==> src/rtl/multicycle_control.sv <==
// Control FSM for a multicycle MIPS-subset datapath: sequences fetch, decode,
// memory, ALU and write-back steps and drives the datapath enables and selects.
module multicycle_control (
  input  logic       clk,
  input  logic       reset,
  input  logic [5:0] Opcode,
  input  logic       Zero,
  input  logic       MemReady,
  output logic       PCWrite,
  output logic       PCWriteCond,
  output logic       IorD,
  output logic       MemRead,
  output logic       MemWrite,
  output logic       IRWrite,
  output logic       MemtoReg,
  output logic       RegWrite,
  output logic       RegDst,
  output logic       ALUSrcA,
  output logic [1:0] PCSource,
  output logic [1:0] ALUOp,
  output logic [1:0] ALUSrcB,
  output logic       ExtSel,
  output logic       IllegalOp,
  output logic [3:0] State
);

  localparam logic [5:0] OP_R    = 6'b000000;
  localparam logic [5:0] OP_LW   = 6'b100011;
  localparam logic [5:0] OP_SW   = 6'b101011;
  localparam logic [5:0] OP_BEQ  = 6'b000100;
  localparam logic [5:0] OP_J    = 6'b000010;
  localparam logic [5:0] OP_ADDI = 6'b001000;
  localparam logic [5:0] OP_ORI  = 6'b001101;

  typedef enum logic [3:0] {
    FETCH  = 4'd0,
    DECODE = 4'd1,
    MEMADR = 4'd2,
    MEMRD  = 4'd3,
    MEMWB  = 4'd4,
    MEMWR  = 4'd5,
    EXEC   = 4'd6,
    RWB    = 4'd7,
    BRANCH = 4'd8,
    JUMP   = 4'd9,
    IEXEC  = 4'd10,
    IWB    = 4'd11
  } state_t;

  state_t state;
  logic   imm_ori;  // ORI vs ADDI, captured in DECODE so IEXEC/IWB agree
  logic   op_known;

  // The branch condition (PCWriteCond & Zero) is formed in the datapath.
  logic   unused_zero;
  assign unused_zero = Zero;

  assign op_known = (Opcode == OP_R)   || (Opcode == OP_LW)   || (Opcode == OP_SW) ||
                    (Opcode == OP_BEQ) || (Opcode == OP_J)    ||
                    (Opcode == OP_ADDI) || (Opcode == OP_ORI);

  // NOTE: sequential state uses non-blocking assignments only; mixing in
  // blocking writes here would make simulation order-dependent.
  always_ff @(posedge clk) begin
    if (reset) begin
      state   <= FETCH;
      imm_ori <= 1'b0;
    end else begin
      case (state)
        FETCH:  if (MemReady) state <= DECODE;
        DECODE: begin
          imm_ori <= (Opcode == OP_ORI);
          case (Opcode)
            OP_LW, OP_SW:     state <= MEMADR;
            OP_R:             state <= EXEC;
            OP_BEQ:           state <= BRANCH;
            OP_J:             state <= JUMP;
            OP_ADDI, OP_ORI:  state <= IEXEC;
            default:          state <= FETCH;
          endcase
        end
        MEMADR: state <= (Opcode == OP_LW) ? MEMRD : MEMWR;
        MEMRD:  if (MemReady) state <= MEMWB;
        MEMWR:  if (MemReady) state <= FETCH;
        EXEC:   state <= RWB;
        IEXEC:  state <= IWB;
        default: state <= FETCH;  // MEMWB, RWB, BRANCH, JUMP, IWB, and 12-15
      endcase
    end
  end

  assign State = state;

  // NOTE: every output gets a default before the case so no latches are inferred.
  always_comb begin
    PCWrite     = 1'b0;
    PCWriteCond = 1'b0;
    IorD        = 1'b0;
    MemRead     = 1'b0;
    MemWrite    = 1'b0;
    IRWrite     = 1'b0;
    MemtoReg    = 1'b0;
    RegWrite    = 1'b0;
    RegDst      = 1'b0;
    ALUSrcA     = 1'b0;
    PCSource    = 2'b00;
    ALUOp       = 2'b00;
    ALUSrcB     = 2'b00;
    ExtSel      = 1'b0;
    IllegalOp   = 1'b0;
    case (state)
      FETCH: begin
        MemRead = 1'b1;
        ALUSrcB = 2'b01;
        IRWrite = MemReady;
        PCWrite = MemReady;
      end
      DECODE: begin
        ALUSrcB   = 2'b11;
        ExtSel    = 1'b1;
        IllegalOp = !op_known;
      end
      MEMADR: begin
        ALUSrcA = 1'b1;
        ALUSrcB = 2'b10;
        ExtSel  = 1'b1;
      end
      MEMRD: begin
        MemRead = 1'b1;
        IorD    = 1'b1;
      end
      MEMWB: begin
        MemtoReg = 1'b1;
        RegWrite = 1'b1;
      end
      MEMWR: begin
        IorD     = 1'b1;
        MemWrite = 1'b1;
      end
      EXEC: begin
        ALUSrcA = 1'b1;
        ALUOp   = 2'b10;
      end
      RWB: begin
        RegDst   = 1'b1;
        RegWrite = 1'b1;
      end
      BRANCH: begin
        ALUSrcA     = 1'b1;
        ALUOp       = 2'b01;
        PCWriteCond = 1'b1;
        PCSource    = 2'b01;
      end
      JUMP: begin
        PCWrite  = 1'b1;
        PCSource = 2'b10;
      end
      IEXEC: begin
        ALUSrcA = 1'b1;
        ALUSrcB = 2'b10;
        ExtSel  = !imm_ori;
        ALUOp   = imm_ori ? 2'b11 : 2'b00;
      end
      IWB: begin
        RegWrite = 1'b1;
        ExtSel   = !imm_ori;
        ALUOp    = imm_ori ? 2'b11 : 2'b00;
      end
      default: IllegalOp = 1'b1;
    endcase

    // Nothing may write or touch memory while reset is held.
    if (reset) begin
      PCWrite     = 1'b0;
      PCWriteCond = 1'b0;
      IRWrite     = 1'b0;
      MemWrite    = 1'b0;
      RegWrite    = 1'b0;
      MemRead     = 1'b0;
      IllegalOp   = 1'b0;
    end
  end

endmodule

==> config.mk <==
export PLATFORM = sky130hd
export DESIGN_NAME = multicycle_control
export DESIGN_NICKNAME = d
export VERILOG_FILES = /design/src/rtl/multicycle_control.sv
export SDC_FILE = /design/constraint.sdc
export NUM_CORES = 1
export LEC_CHECK = 0
export ABC_AREA = 1
export CAP_MARGIN = 20
export CORE_MARGIN = 2
export CORE_UTILIZATION = 37
export DETAILED_ROUTE_END_ITERATION = 8
export MAX_ROUTING_LAYER = met4
export PLACE_DENSITY = 0.79
export SYNTH_ARGS = -nofsm -noshare
export SYNTH_HDL_FRONTEND = slang
export SYNTH_SLANG_ARGS = --single-unit
==> constraint.sdc <==
create_clock -name clk -period 1.39 [get_ports clk]
set_input_delay 0.278 -clock clk [delete_from_list [all_inputs] [get_ports clk]]
set_output_delay 0.278 -clock clk [all_outputs]
set_load 0.02 [all_outputs]
Word level (Yosys, flattened, before mapping)

Index checks and enable logic that the tools add are counted.

Add/subtract/negate cells: 0
$mul: 0
Div/mod/pow operators: 0
Order comparisons: 0
Eq/ne operators: 20
Shift-type cells: 0
Mux-type cells: 29
Bitwise operators: 0
Reductions and logical operators: 21

Operators by type and width:

| operator                                            | count |
|---|---|
| one-hot mux 4 bit (7 select lines)                  | 1 |
| one-hot mux 4 bit (5 select lines)                  | 1 |
| equality test 4 x 3 -> 1 bit, second input constant | 4 |
| equality test 4 bit, second input constant          | 4 |
| two-way mux 1 bit                                   | 16 |
| OR reduction 2 bit                                  | 7 |
| equality test 6 x 4 -> 1 bit, second input constant | 2 |
| equality test 6 bit, second input constant          | 2 |
| two-way mux 4 bit                                   | 3 |
| one-hot mux 2 bit (3 select lines)                  | 2 |
| OR reduction 11 bit                                 | 1 |
| equality test 4 x 2 -> 1 bit, second input constant | 2 |
| equality test 6 x 2 -> 1 bit, second input constant | 1 |
| equality test 6 x 3 -> 1 bit, second input constant | 1 |
| zero test 6 bit                                     | 1 |
| logical OR 1 bit                                    | 6 |
| inequality test 2 bit, second input constant        | 3 |
| one-hot mux 1 bit (2 select lines)                  | 3 |
| equality test 4 x 1 -> 1 bit, second input constant | 1 |
| zero test 4 bit                                     | 1 |
| one-hot mux 2 bit (2 select lines)                  | 1 |
| OR reduction 4 bit                                  | 1 |
| two-way mux 3 bit                                   | 1 |
| AND reduction 3 bit                                 | 1 |
| 3 further kinds                                     | 4 |

Bits in registers: 5
Latch bits: 0
Memory bits (writable): 0
ROM bits: 0
Input bits: 10
Logic and storage cells: 72
Memories: 0

Logic depth before layout (Yosys ltp)

Word-level depth: 10
Gate-level depth with buffers: 8

Worst setup path before layout

No wires, ideal clock.

Kind: flip-flop to output port
Start point: register state[3] (netlist: State[3])
End point: output PCWriteCond
Arrival: 1.542 ns
Required time: 1.112 ns
Path slack: -0.430 ns
Stages on the path, launching flop included: 7
Buffers on the path: 0
Cell sequence: dfxtp_1 > inv_1 > nor2_1 > inv_1 > nor2_1 > inv_1 > nor2_1

Longest elaborated chain between the ends: 3

Ends and longest elaborated chain:

| item                   | line | RTL |
|---|---|---|
| from (decl)            | 50   | `state_t state;` |
| from (signal assigned) | 82   | `MEMADR: state <= (Opcode == OP_LW) ? MEMRD : MEMWR;` |
| equality test 4 bit    | 111  | `case (state)` |
| two-way mux 1 bit      | 111  |  |
| two-way mux 1 bit      | 173  | `if (reset) begin` |
| to (decl)              | 10   | `output logic PCWriteCond,` |

No other way between the ends.

Worst setup path in the final report

Start point: register state[2] (netlist: State[2])
End point: output IllegalOp

Longest elaborated chain between the ends: 4
Elaborated cells between the ends (all ways): 15
Classes of those cells: 11 x eq/ne; 2 x mux; 2 x reduce/logical

Ends and longest elaborated chain:

| item                                              | line | RTL |
|---|---|---|
| equality test 4 bit, or another cell as far along | 111  |  |
| OR reduction 11 bit (no source line)              | -    |  |
| one-hot mux 1 bit (2 select lines) *              | 111  |  |
| two-way mux 1 bit *                               | 173  |  |
| to (decl)                                         | 23   | `output logic IllegalOp,` |

Mark *: on every way between the ends. The rest lies on a longest branch, timed or not.

==> flow_metrics.tcl <==
set metrics [dict create \
    yosysUniqueCellTypes 18 \
    worst_slack_ns -0.261 \
    critPathKind "register to output port" \
    hold_class "primary input to register" \
    yosysTopAreaCell "nand2_1" \
    cellLeakagePower_nw 0.658 \
    dp.final_hpwl_um 1830 \
    antenna_cells 0 \
    ys_seq_area_frac 0.172 \
    cp.required_ns 1.11 \
    cts.sinks 5 \
    path_buf_inv 3 \
    placed_cell_area_um2 1160 \
    cap_violations 0 \
    gr-total-overflow 0 \
    grt_max_degree 9 \
    reg2regPathDepth 9 \
    ir_drop_mv 0.499 \
    yosysTopAreaCellShare 0.180 \
    avgRoutedWirePerCell_um 15.8 \
    synth_cells 110 \
    dieHeight_um 43.7 \
    core-area_um2 1490 \
    synth_top_cells_by_area "nand2_1 18%, dfxtp_1 17%, nor2_1 16%" \
    dp.cells 183 \
    tritoncts "done" \
    stdcell_area_um2 1360 \
    yosys_warnings 0 \
    cp_max_fo 5 \
    cp.arrival_ns 1.37 \
    vias 1016 \
    ioPinCount 32 \
    first_global_vias 959 \
    cp-end-kind "output port" \
    critPathLaunchType "register" \
    drive_above_1_share 0.578 \
    vias_per_cell 5.38 \
    reg2reg_to "State[2]" \
    die_area_um2 1910 \
    whs_ns 0.519 \
    wl_um 2980 \
    worst_pin_slew_ns 0.269 \
    clock_latency_ns 0.23 \
    fmaxAchievable_mhz 606 \
    hold_end "imm_ori" \
    die_x_um 43.7 \
    clk_pin_slew_ns 0.04 \
    slowest_stage "dfxtp_4" \
    max_stage_delay_ns 0.37 \
    slew_viol_final 0 \
    postRouteAntennaNets 0 \
    portBuffers 30 \
    cts_inserted_buffers 3 \
    fin_setup_tns_ns -3.03 \
    hp-start "Opcode[5]" \
    multi_input_area_um2 606 \
    dr.pass1.iters 4 \
    path_cells "nor2_4 > inv_4 > nor2_8 > inv_2 > nor2_1 > nand2_1 > a21oi_4 > buf_6" \
    final_hold_viol_count 0 \
    fp-row-count 14 \
    synth_nets 120 \
    layout_min_cycle_time_ns 1.65 \
    cts_max_path_buffers 2 \
    setup_viol 17 \
    fin_nets 184 \
    start_util 0.392 \
    synth_area_per_cell_um2 5.30 \
    fin_cells 189 \
    fin_crit_sh 1.19 \
    fillers 61 \
    rsz0062_at_grt "true" \
    layout_commonest_cell "buf_4" \
    r2r_slack_ns 0.01 \
    antenna_found_initial 0 \
    ys_ff_latch 5 \
    cts-root-buf "clkbuf_4" \
    hold_depth 5 \
    grt_pass1_wl_um 4110 \
    path_delay_family "simple AND/OR/NAND/NOR gates" \
    syn-cell-area_um2 583 \
    area_growth_pct 133 \
    violations "setup timing" \
    drcViolationCount 0 \
    power_w 0.000662 \
    seq_area_um2 113 \
    relSlewSlack 0.819 \
    most-common-layout-cells "33 x buf_4, 22 x nand2_1, 15 x buf_6" \
    cts_hold_buf 0 \
    power_density_nw_per_um2 486 \
    htreeDepth 1 \
    grt_usage 0.291 \
    drt_iter0_markers 34 \
    status "complete, but fails checks" \
    place.gp.congestion 0.923 \
    skew_ns 0.000227 \
    r2r_start "State[2]" \
]
-- worst max-delay path by stage --
stage              start          end  slack (ns)  depth (start not counted)
3_3_place_gp   Opcode[5]    IllegalOp       -0.90                          9
3_5_place_dp   Opcode[4]    IllegalOp       -0.96                          9
4_1_cts         State[3]    IllegalOp       -0.24                          8
2_1_floorplan   State[3]  PCWriteCond       -0.04                          6
5_1_grt         State[3]  PCWriteCond       -0.31                          8
6_report        State[2]    IllegalOp       -0.26                          8
-- registers in the layout, summed over array words and instances, names as in the netlist --
signal   flops
State        4
imm_ori      1
-- per-stage QoR --
step	utilization	setup WS, ns
2_1_floorplan	-	-0.0437
3_3_place_gp	0.780	-0.900
3_5_place_dp	0.780	-0.957
4_1_cts	0.837	-0.243
5_1_grt	0.913	-0.309
6_report	0.913	-0.261
-- layout make-up --
cell class	instances	area share
inverters	16	0.0515
well taps	16	0.0147
clock buffers	4	0.0193
flip-flops and latches	5	0.0828
repair buffers	60	0.386
multi-input cells	88	0.445
-- routing by layer --
layer	GRT usage	wire (um)	part of all wire
met1	0.339	1100	0.37
met2	0.503	1620	0.54
met3	0.0292	198	0.066
met4	0.121	61	0.020
met5	-	0	0
-- cell families after synthesis --
logic type	after synthesis	share of synthesized area
buffers and inverters	17	0.114
flip-flops	5	0.172
AND/OR/NAND/NOR	75	0.592
AO/OA/AOI/OAI	13	0.122
-- timing repair --
| item | in CTS | in global routing |
|---|---|---|
| pin swaps | 8 | 14 |
| setup buffers | 2 | 1 |
| gates resized for setup | 128 | 39 |
| setup endpoints to repair | 23 | 21 |
-- synth_stat cells, drive strengths merged --
library cell / n
nand3b: 1
clkbuf: 1
nor2: 27
nand4: 4
inv: 16
o21ai: 6
nand2: 30
dfxtp: 5
a21oi: 6
o21bai: 1
nand3: 13
-- power breakdown --
part           switching (W)  total [W]  internal [W]
combinational       0.000187   0.000339      0.000152
clock              0.0000513   0.000159      0.000108
sequential         0.0000140   0.000164      0.000150
-- worst reg2reg max path: cells and delay by family, from the launching register on --
kind | cells | cell delay (ns)
flops | 1 | 0.37
buf+inv | 3 | 0.36
compound gates | 1 | 0.11
simple gates | 5 | 0.48
Power figures use the tool's default switching activity.
